## config.mk

```make
export PLATFORM = sky130hd
export DESIGN_NAME = fpsqrt_sp_stream
export DESIGN_NICKNAME = d
export VERILOG_FILES = /design/src/rtl/fpsqrt_pkg.sv /design/src/rtl/sqrt_result_fifo.sv /design/src/rtl/fpsqrt_sp_stream.sv
export SDC_FILE = /design/constraint.sdc
export NUM_CORES = 2
export LEC_CHECK = 0
export ABC_AREA = 1
export CAP_MARGIN = 20
export CORE_MARGIN = 2
export CORE_UTILIZATION = 60
export CTS_CLUSTER_DIAMETER = 40
export DETAILED_ROUTE_END_ITERATION = 12
export PLACE_DENSITY_LB_ADDON = 0.1
export SYNTH_ARGS = -nofsm -noshare
export SYNTH_HDL_FRONTEND = slang
export SYNTH_SLANG_ARGS = --single-unit
export TNS_END_PERCENT = 30
```

## constraint.sdc

```tcl
create_clock -name clk -period 10.9 [get_ports clk]
set_clock_uncertainty 0.1 [all_clocks]
set_input_delay 1.09 -clock clk [delete_from_list [all_inputs] [get_ports clk]]
set_output_delay 1.09 -clock clk [all_outputs]
set_load 0.02 [all_outputs]
```

## src/rtl/fpsqrt_pkg.sv

```systemverilog
// Shared types and helpers for the single-precision square-root stream unit.
// Latency: n/a (package of types and combinational functions).
// Backpressure: n/a.
package fpsqrt_pkg;

  localparam int FP_SP_W = 34;

  typedef enum logic [1:0] {
    EXN_ZERO = 2'b00,
    EXN_NORM = 2'b01,
    EXN_INF  = 2'b10,
    EXN_NAN  = 2'b11
  } exn_e;

  typedef struct packed {
    exn_e        exn;
    logic        sign;
    logic [7:0]  exp;
    logic [22:0] frac;
  } fp_sp_t;

  // sqrt of a negative normal or of -inf has no real result
  function automatic logic fp_is_invalid_sqrt(input fp_sp_t x);
    return ((x.exn == EXN_NORM) || (x.exn == EXN_INF)) && x.sign;
  endfunction

  // Correctly rounded (nearest) square root. NaN results are emitted in a
  // single canonical encoding {11,0,0,0}; zeros keep their sign.
  function automatic fp_sp_t fp_sqrt_sp(input fp_sp_t x);
    fp_sp_t      r;
    logic [47:0] rad;
    logic [23:0] q;
    logic [26:0] rem;
    logic [26:0] trial;
    logic [8:0]  esum;
    r     = '0;
    rad   = '0;
    q     = '0;
    rem   = '0;
    trial = '0;
    esum  = '0;
    case (x.exn)
      EXN_ZERO: begin
        r.exn  = EXN_ZERO;
        r.sign = x.sign;
      end
      EXN_INF: r.exn = x.sign ? EXN_NAN : EXN_INF;
      EXN_NAN: r.exn = EXN_NAN;
      default: begin
        if (x.sign) begin
          r.exn = EXN_NAN;
        end else begin
          // odd unbiased exponent: fold one factor of 2 into the mantissa
          if (x.exp[0]) rad = {1'b0, 1'b1, x.frac, 23'd0};
          else          rad = {1'b1, x.frac, 24'd0};
          // two result bits per step; remainder ends as rad - q*q
          for (int i = 23; i >= 0; i--) begin
            rem   = {rem[24:0], rad[2*i +: 2]};
            trial = {1'b0, q, 2'b01};
            if (rem >= trial) begin
              rem = rem - trial;
              q   = {q[22:0], 1'b1};
            end else begin
              q   = {q[22:0], 1'b0};
            end
          end
          // no ties exist for sqrt; rounding up never carries out of 24 bits
          if (rem > {3'd0, q}) q = q + 24'd1;
          esum   = {1'b0, x.exp} + 9'd127;
          r.exn  = EXN_NORM;
          r.exp  = esum[8:1];
          r.frac = q[22:0];
        end
      end
    endcase
    return r;
  endfunction

endpackage

```

## src/rtl/sqrt_result_fifo.sv

```systemverilog
// Result buffer with a registered head: holds {r,tag,inv} in arrival order and reports its fill count.
// Latency: a write into an empty buffer is visible on rd_vld_o/rd_dat_o the next cycle.
// Backpressure: rd_dat_o holds while rd_vld_o && !rd_rdy_i; write+read allowed at any count incl. full.
module sqrt_result_fifo #(
  parameter int WIDTH = 39,
  parameter int DEPTH = 10
) (
  input  logic                       clk,
  input  logic                       rst_n,
  input  logic                       wr_vld_i,
  input  logic [WIDTH-1:0]           wr_dat_i,
  input  logic                       rd_rdy_i,
  output logic                       rd_vld_o,
  output logic [WIDTH-1:0]           rd_dat_o,
  output logic [$clog2(DEPTH+1)-1:0] count_o
);

  localparam int PW = (DEPTH > 1) ? $clog2(DEPTH) : 1;
  localparam int CW = $clog2(DEPTH + 1);

  logic [WIDTH-1:0] mem_q [DEPTH];
  logic [PW-1:0]    rd_ptr_q, rd_ptr_d, rd_ptr_nxt;
  logic [PW-1:0]    wr_ptr_q, wr_ptr_d;
  logic [CW-1:0]    count_q, count_d;
  logic [WIDTH-1:0] head_q, head_d;
  logic             push, pop;

  function automatic logic [PW-1:0] ptr_inc(input logic [PW-1:0] p);
    return (p == PW'(DEPTH - 1)) ? '0 : p + PW'(1);
  endfunction

  assign push       = wr_vld_i;
  assign pop        = rd_rdy_i && (count_q != '0);
  assign rd_ptr_nxt = ptr_inc(rd_ptr_q);

  // next pointers, fill count and the value the head register must show
  always_comb begin
    rd_ptr_d = pop  ? rd_ptr_nxt         : rd_ptr_q;
    wr_ptr_d = push ? ptr_inc(wr_ptr_q)  : wr_ptr_q;
    unique case ({push, pop})
      2'b10:   count_d = count_q + CW'(1);
      2'b01:   count_d = count_q - CW'(1);
      default: count_d = count_q;
    endcase
    head_d = head_q;
    // incoming word becomes head when it lands in an empty (or emptying) buffer
    if (push && ((count_q == '0) || (pop && (count_q == CW'(1))))) begin
      head_d = wr_dat_i;
    end else if (pop && (count_q > CW'(1))) begin
      head_d = mem_q[rd_ptr_nxt];
    end
  end

  // storage array: data only, validity is tracked by count_q
  always_ff @(posedge clk) begin
    if (push) mem_q[wr_ptr_q] <= wr_dat_i;
  end

  // control state and registered head
  always_ff @(posedge clk or negedge rst_n) begin
    if (!rst_n) begin
      rd_ptr_q <= '0;
      wr_ptr_q <= '0;
      count_q  <= '0;
      head_q   <= '0;
    end else begin
      rd_ptr_q <= rd_ptr_d;
      wr_ptr_q <= wr_ptr_d;
      count_q  <= count_d;
      head_q   <= head_d;
    end
  end

  assign rd_vld_o = (count_q != '0);
  assign rd_dat_o = head_q;
  assign count_o  = count_q;

endmodule

```

## src/rtl/fpsqrt_sp_stream.sv

```systemverilog
// Streaming single-precision sqrt: fixed pipeline with valid/tag/invalid sideband and a result buffer.
// Latency: NUM_STAGES+1 cycles from accept to out_valid when the buffer is empty; 1 op/cycle.
// Backpressure: credit admission (in_ready from registered state only) so the core never stalls.
module fpsqrt_sp_stream
  import fpsqrt_pkg::*;
#(
  parameter int NUM_STAGES = 8,
  parameter int TAG_W      = 4,
  parameter int OUT_DEPTH  = NUM_STAGES + 2
) (
  input  logic               clk,
  input  logic               rst_n,
  input  logic               in_valid,
  output logic               in_ready,
  input  logic [FP_SP_W-1:0] in_x,
  input  logic [TAG_W-1:0]   in_tag,
  output logic               out_valid,
  input  logic               out_ready,
  output logic [FP_SP_W-1:0] out_r,
  output logic [TAG_W-1:0]   out_tag,
  output logic               out_inv,
  output logic               busy
);

  localparam int IFW   = $clog2(NUM_STAGES + 1);
  localparam int BCW   = $clog2(OUT_DEPTH + 1);
  localparam int SUM_W = ((IFW > BCW) ? IFW : BCW) + 1;
  localparam int ENT_W = FP_SP_W + TAG_W + 1;

  if (!(((NUM_STAGES >= 1) && (NUM_STAGES <= 8)) || (NUM_STAGES == 16))) begin : g_bad_stages
    $error("fpsqrt_sp_stream: NUM_STAGES=%0d unsupported (1..8 or 16)", NUM_STAGES);
  end
  if (OUT_DEPTH < 1) begin : g_bad_depth
    $error("fpsqrt_sp_stream: OUT_DEPTH=%0d must be >= 1", OUT_DEPTH);
  end

  fp_sp_t           dat_q [NUM_STAGES];
  logic             vld_q [NUM_STAGES];
  logic [TAG_W-1:0] tag_q [NUM_STAGES];
  logic             inv_q [NUM_STAGES];

  logic [IFW-1:0]   inflight_q, inflight_d;
  logic [BCW-1:0]   buf_count;
  logic [SUM_W-1:0] used, credits;
  logic             accept, retire;
  logic [ENT_W-1:0] wr_dat, rd_dat;

  // credits = OUT_DEPTH - buffered - inflight; every accepted op owns a buffer slot
  assign used     = SUM_W'(buf_count) + SUM_W'(inflight_q);
  assign credits  = SUM_W'(OUT_DEPTH) - used;
  assign in_ready = (credits != '0);
  assign accept   = in_valid && in_ready;
  assign retire   = vld_q[NUM_STAGES-1];

  // core datapath: always enabled, unreset; stale contents are masked by vld_q
  always_ff @(posedge clk) begin
    dat_q[0] <= fp_sqrt_sp(fp_sp_t'(in_x));
    for (int i = 1; i < NUM_STAGES; i++) dat_q[i] <= dat_q[i-1];
  end

  // valid/tag/invalid sideband travels in lockstep with the core
  always_ff @(posedge clk or negedge rst_n) begin
    if (!rst_n) begin
      for (int i = 0; i < NUM_STAGES; i++) begin
        vld_q[i] <= 1'b0;
        tag_q[i] <= '0;
        inv_q[i] <= 1'b0;
      end
    end else begin
      vld_q[0] <= accept;
      tag_q[0] <= in_tag;
      inv_q[0] <= fp_is_invalid_sqrt(fp_sp_t'(in_x));
      for (int i = 1; i < NUM_STAGES; i++) begin
        vld_q[i] <= vld_q[i-1];
        tag_q[i] <= tag_q[i-1];
        inv_q[i] <= inv_q[i-1];
      end
    end
  end

  // inflight count: up on accept, down when an op leaves the last stage
  always_comb begin
    unique case ({accept, retire})
      2'b10:   inflight_d = inflight_q + IFW'(1);
      2'b01:   inflight_d = inflight_q - IFW'(1);
      default: inflight_d = inflight_q;
    endcase
  end

  // inflight register
  always_ff @(posedge clk or negedge rst_n) begin
    if (!rst_n) inflight_q <= '0;
    else        inflight_q <= inflight_d;
  end

  assign wr_dat = {dat_q[NUM_STAGES-1], tag_q[NUM_STAGES-1], inv_q[NUM_STAGES-1]};

  sqrt_result_fifo #(
    .WIDTH (ENT_W),
    .DEPTH (OUT_DEPTH)
  ) u_res_fifo (
    .clk      (clk),
    .rst_n    (rst_n),
    .wr_vld_i (retire),
    .wr_dat_i (wr_dat),
    .rd_rdy_i (out_ready),
    .rd_vld_o (out_valid),
    .rd_dat_o (rd_dat),
    .count_o  (buf_count)
  );

  assign {out_r, out_tag, out_inv} = rd_dat;
  assign busy = (inflight_q != '0) || (buf_count != '0);

endmodule

```

==> impl_metrics.yaml, run 1 <==
cts:
  cts_max_path_buffers: 3
  cts_sinks: 765
  cts-hold-fix-buffers: 0
  root_buffer: "sky130_fd_sc_hd__clkbuf_16"
  cts_buffers: 56
  clock_tree.htree_level_count: 2
floorplanning:
  die-height_um: 308
  dieWidth_um: 308
  placementRows: 111
  start_util_pct: 60.6
  ios: 84
placed_design:
  place_congestion: 1.02
  hpwlAfterDp_mm: 136
  placed_cells_incl_taps: 10103
  io_buffers: 83
global_route:
  number_of_antenna_violations_at_the_first_check_in_global_routing: 4
  maximum_number_of_pins_on_one_net_before_global_route_repair: 90
yosys:
  netlist_instances: 7049
  syn-mean-instance-area_um2: 7.88
  synth-async-reset-ratio_pct: 13.5
  synth-edff-count: 390
  library_cells_used_by_synthesis: 87
  synth.yosys.seq_area_share_pct: 35.5
  ys_ff_latch: 765
  postSynth.topFlopCell: "sky130_fd_sc_hd__edfxtp_1"
  synth_warnings: 0
  netlist_area_um2: 55600
sta:
  worstEndpointType: "register data pin"
  grt_repair_worst_endpoint: "dat_q[0][2]$_SDFF_PP0_/D"
status:
  failed_stage: "5_1_grt"
  status: "did not finish"
  error: "[ERROR DPL-0033] detailed placement checks failed during check placement."
## logic make-up after synthesis
kind of cell / share of synthesized area, %
AOI/OAI and AO/OA: 12.0
xor gates and xnor gates: 4.85
adders and majority gates: 8.06
buffers and inverters: 7.72
DFF: 35.5
muxes: 0.126
other: 0.0135
and+or+nand+nor: 31.8
## metrics by stage
stage	hold WS, ns	setup TNS, ns	util (%)	setup WS, ns	cell area, um2
after floorplan	0.210	-725.74	-	-31.61	56900
after global placement	0.210	-678.89	78.9	-29.54	72300
after detailed placement	0.212	-705.54	78.9	-30.73	72300
after CTS	0.220	-606.67	84.5	-26.41	77400
## timing repair
| action | 4_1_cts |
|---|---|
| cloned | 14 |
| setup endpoints to repair | 23 |
| setup buffers | 199 |
| resized for setup | 443 |
| pin swaps | 278 |
## cell usage after synthesis, types with 11 or more instances
library cell	n	area share (%)
sky130_fd_sc_hd__nor4_1	15	0.17
sky130_fd_sc_hd__xor2_1	155	2.4
sky130_fd_sc_hd__nor2_2	66	0.74
sky130_fd_sc_hd__nand2_1	1640	11
sky130_fd_sc_hd__o21ai_1	44	0.40
sky130_fd_sc_hd__buf_6	21	0.43
sky130_fd_sc_hd__inv_2	33	0.22
sky130_fd_sc_hd__o311ai_0	39	0.61
sky130_fd_sc_hd__a21oi_2	20	0.32
sky130_fd_sc_hd__nand3_2	91	1.6
sky130_fd_sc_hd__dfxtp_1	272	9.8
sky130_fd_sc_hd__nor2_1	647	4.4
sky130_fd_sc_hd__nor2_4	53	1.1
sky130_fd_sc_hd__buf_8	17	0.46
sky130_fd_sc_hd__edfxtp_1	390	21
sky130_fd_sc_hd__dfrtp_1	103	4.6
sky130_fd_sc_hd__nand4_1	102	1.1
sky130_fd_sc_hd__o21bai_1	23	0.31
sky130_fd_sc_hd__a21boi_0	11	0.15
sky130_fd_sc_hd__o21a_1	19	0.26
sky130_fd_sc_hd__clkbuf_1	107	0.72
sky130_fd_sc_hd__nor3_1	48	0.43
sky130_fd_sc_hd__clkinv_1	12	0.081
sky130_fd_sc_hd__a21oi_1	491	4.4
sky130_fd_sc_hd__xnor2_1	149	2.3
sky130_fd_sc_hd__nand3_1	472	4.3
sky130_fd_sc_hd__o211ai_1	16	0.22
sky130_fd_sc_hd__o21ai_0	362	3.3
sky130_fd_sc_hd__a221oi_1	42	0.66
sky130_fd_sc_hd__or2_2	18	0.20
sky130_fd_sc_hd__inv_4	11	0.12
sky130_fd_sc_hd__inv_1	643	4.3
sky130_fd_sc_hd__o21ai_2	25	0.39
sky130_fd_sc_hd__nand3b_1	33	0.45
sky130_fd_sc_hd__nand2_2	172	1.9
sky130_fd_sc_hd__clkbuf_8	20	0.50
sky130_fd_sc_hd__nand2_4	114	2.3
sky130_fd_sc_hd__a31oi_1	13	0.15
sky130_fd_sc_hd__ha_1	353	7.9
sky130_fd_sc_hd__nand3_4	26	0.82
==> inputs of run 2 (changes only) <==
--- a/config.mk
+++ b/config.mk
@@ -8,10 +8,9 @@
 export ABC_AREA = 1
 export CAP_MARGIN = 20
 export CORE_MARGIN = 2
-export CORE_UTILIZATION = 60
-export CTS_CLUSTER_DIAMETER = 40
+export CORE_UTILIZATION = 40
 export DETAILED_ROUTE_END_ITERATION = 12
-export PLACE_DENSITY_LB_ADDON = 0.1
+export PLACE_DENSITY_LB_ADDON = 0.15
 export SYNTH_ARGS = -nofsm -noshare
 export SYNTH_HDL_FRONTEND = slang
 export SYNTH_SLANG_ARGS = --single-unit
==> run 2 against run 1 <==
- the flow now finishes, with violations (negative setup slack)
- synthesized area unchanged
- synthesized cell count unchanged
==> impl_metrics.yaml, run 2 <==
yosys:
  library_cells_used_by_synthesis: 87
  ys_ff_latch: 765
  netlist_instances: 7049
  ys_top_cells_by_area: "sky130_fd_sc_hd__edfxtp_1 21%, sky130_fd_sc_hd__nand2_1 11%, sky130_fd_sc_hd__dfxtp_1 9.8%"
  synth.yosys.seq_area_share_pct: 35.5
  netlist.top_cell.by_area: "sky130_fd_sc_hd__edfxtp_1"
  synth-async-reset-ratio_pct: 13.5
  synth_top_area_share_pct: 21.1
  synthTopCellsByCount: "1,640 x sky130_fd_sc_hd__nand2_1, 647 x sky130_fd_sc_hd__nor2_1, 643 x sky130_fd_sc_hd__inv_1"
  postSynth.topFlopCell: "sky130_fd_sc_hd__edfxtp_1"
  netlist_area_um2: 55600
  most_frequently_used_cell_type_in_the_post_synthesis_netlist: "sky130_fd_sc_hd__nand2_1"
  syn-mean-instance-area_um2: 7.88
  synth_warnings: 0
  synth-edff-count: 390
drt:
  routed_wl_mm: 189
  avgRoutedWirePerCell_um: 16.9
  via_count: 55805
  antenna_left: 0
  number_of_drc_markers_in_iteration_0: 3517
  detail_route.first_pass.iterations: 6
  drc: 0
  vias_per_cell: 4.98
sta:
  timing.final.ws_setup_ns: -27.13
  hold_viol: 0
  slew_headroom_pct: 27.4
  finalCritPeriodShare_pct: 349
  totalNegativeSetupSlack_ns: -622.12
  timing_max_transition_violations_final: 0
  timing.final.setup_violations: 23
  grt_setup_unrepaired: "yes"
  tightest_slew_ns: 1.09
  fmax_mhz: 26.3
  timing.final.crit_period_ns: 38.03
global_route:
  grt_pass1_wl_mm: 294
  grt_total_ovfl: 0
  grt_use_met1_pct: 35.4
  grtUsageMet2_pct: 44.6
  number_of_antenna_violations_at_the_first_check_in_global_routing: 1
  routing_layer_with_the_top_usage_in_global_route: "met2"
  grt_pass1_vias: 54150
  maximum_number_of_pins_on_one_net_before_global_route_repair: 94
  globalRouteMet3Util_pct: 1.58
  grt_usage_pct: 25.7
cts:
  cts_buffers: 71
  cts_sinks: 765
  cts_max_path_buffers: 3
  clkTransAtPathRegs_ns: 0.06
  root_buffer: "sky130_fd_sc_hd__clkbuf_16"
  clock_tree.htree_level_count: 3
  clock_latency_of_the_later_clocked_register_in_the_worst_skew_pair_ns: 0.61
  clock_tree_from_tritoncts: "yes"
cells_and_area:
  diodes: 0
  nets: 9749
  final.fill_count: 12297
  largest_reg_flops: 390
  regMostFlops: "u_res_fifo.mem_q"
  layout-area-overhead-vs-synth_pct: 48.1
  layout_common_cells: "2,233 x sky130_fd_sc_hd__buf_4, 1,519 x sky130_fd_sc_hd__nand2_1, 575 x sky130_fd_sc_hd__inv_1"
  layout_commonest_cell: "sky130_fd_sc_hd__buf_4"
  share_of_final_layout_standard_cells_stronger_than_drive_strength_1_pct: 41.3
worst_setup_path:
  ff2ff_setup_slack_ns: 6.55
  critical_path_arrival_ns: 38.46
  worst_path_most_repeated_cell: "sky130_fd_sc_hd__nand2_4"
  timing.critical_path.slowest_stage_cell: "sky130_fd_sc_hd__a2111oi_4"
  crit_required_ns: 11.33
  critical_path.endpoint_type: "flop"
  cp-start-kind: "primary input"
  crit_path_max_incr_delay_ns: 0.38
  crit_path_max_fanout: 9
  worstSetupPathType: "in2reg"
floorplanning:
  ios: 84
  die-height_um: 377
  start_util_pct: 40.4
  dieWidth_um: 377
  core_area_um2: 138000
  placementRows: 136
  die_area_um2: 142000
placed_design:
  place_congestion: 0.944
  hpwlAfterDp_mm: 138
  io_buffers: 83
status:
  status: "finished with violations"
  violations_in_the_final_reports: "negative setup slack"
hold_path:
  hold_path_class: "reg2reg"
job:
  maxCapViolations: 0
[run 2: cell counts after synthesis]
No cell type changed its count.
[run 2: cells by family (layout without fill, tap and decap cells)]
group,count (synthesis),after routing,share of synthesized area (%)
other cells,2,25,0.0135
flops,765,765,35.5
fa+ha+maj,356,356,8.06
buf+inv,910,3239,7.72
simple gates,3547,3556,31.8
mux,7,7,0.126
xor+xnor,306,306,4.85
compound gates,1156,1156,12.0
[run 2: critical path, delay by kind of cell]
family                     cells  cell delay [ns]
and+or+nand+nor              137            14.42
AOI/OAI and AO/OA             71            10.65
xor gates and xnor gates       4             0.59
buffers and inverters         49             4.90
adders and majority gates     25             6.04
muxes                          3             0.58
[run 2: stage by stage]
step                area, um2  std cells  hold slack (ns)  util [%]  setup WS [ns]
floorplan               56900       7072            0.210         -         -31.61
CTS                     78600      11045            0.218      57.1         -26.91
finish                  82300      11204            0.217      59.8         -27.13
global route            82300      11204            0.214      59.8         -29.48
detailed placement      73500      10770            0.212      53.4         -30.69
global placement        73500      10770            0.210      53.4         -30.14
[run 2: final timing paths]
path	from	to	depth (start not counted)
hold reg to reg	dat_q[0][62]$_DFF_P_	dat_q[0][96]$_DFF_P_	0
min in group asynchronous	rst_n	u_res_fifo.rd_dat_o[22]$_DFFE_PN0P_	1
max in group asynchronous	rst_n	u_res_fifo.rd_ptr_q[0]$_DFFE_PN0P_	2
setup reg to reg	u_res_fifo.rd_ptr_q[0]$_DFFE_PN0P_	u_res_fifo.rd_dat_o[32]$_DFFE_PN0P_	10
hold / removal	dat_q[0][62]$_DFF_P_	dat_q[0][96]$_DFF_P_	0
setup / recovery	in_x[23]	dat_q[0][2]$_SDFF_PP0_	289
[run 2: layer usage]
layer	part of all wire, %	vias up
met1	46	26179
li1	-	28200
met2	48	1173
met3	3.8	253
met4	2.0	0
met5	0	-
[run 2: layout make-up]
class / count / area, um2 / share of cell area (%)
clock buffer: 110 / 2140 / 2.60
clock inverter: 22 / 241 / 0.294
inverter: 717 / 2930 / 3.57
multi-input combinational: 5406 / 36300 / 44.1
sequential: 765 / 19700 / 24.0
tap: 1794 / 2240 / 2.73
timing repair buffer: 2384 / 18700 / 22.7
timing repair inverter: 6 / 45.0 / 0.0548
[run 2: what timing repair did]
item,CTS,global route
setup endpoints to repair,23,23
buffers inserted,128,156
cloned,15,6
pin swaps,204,429
gates resized for setup,404,539
hold buffers,0,0
Power of run 2 is not shown: default switching activity piles up to over one toggle a cycle in this logic, so the estimate is an artifact.
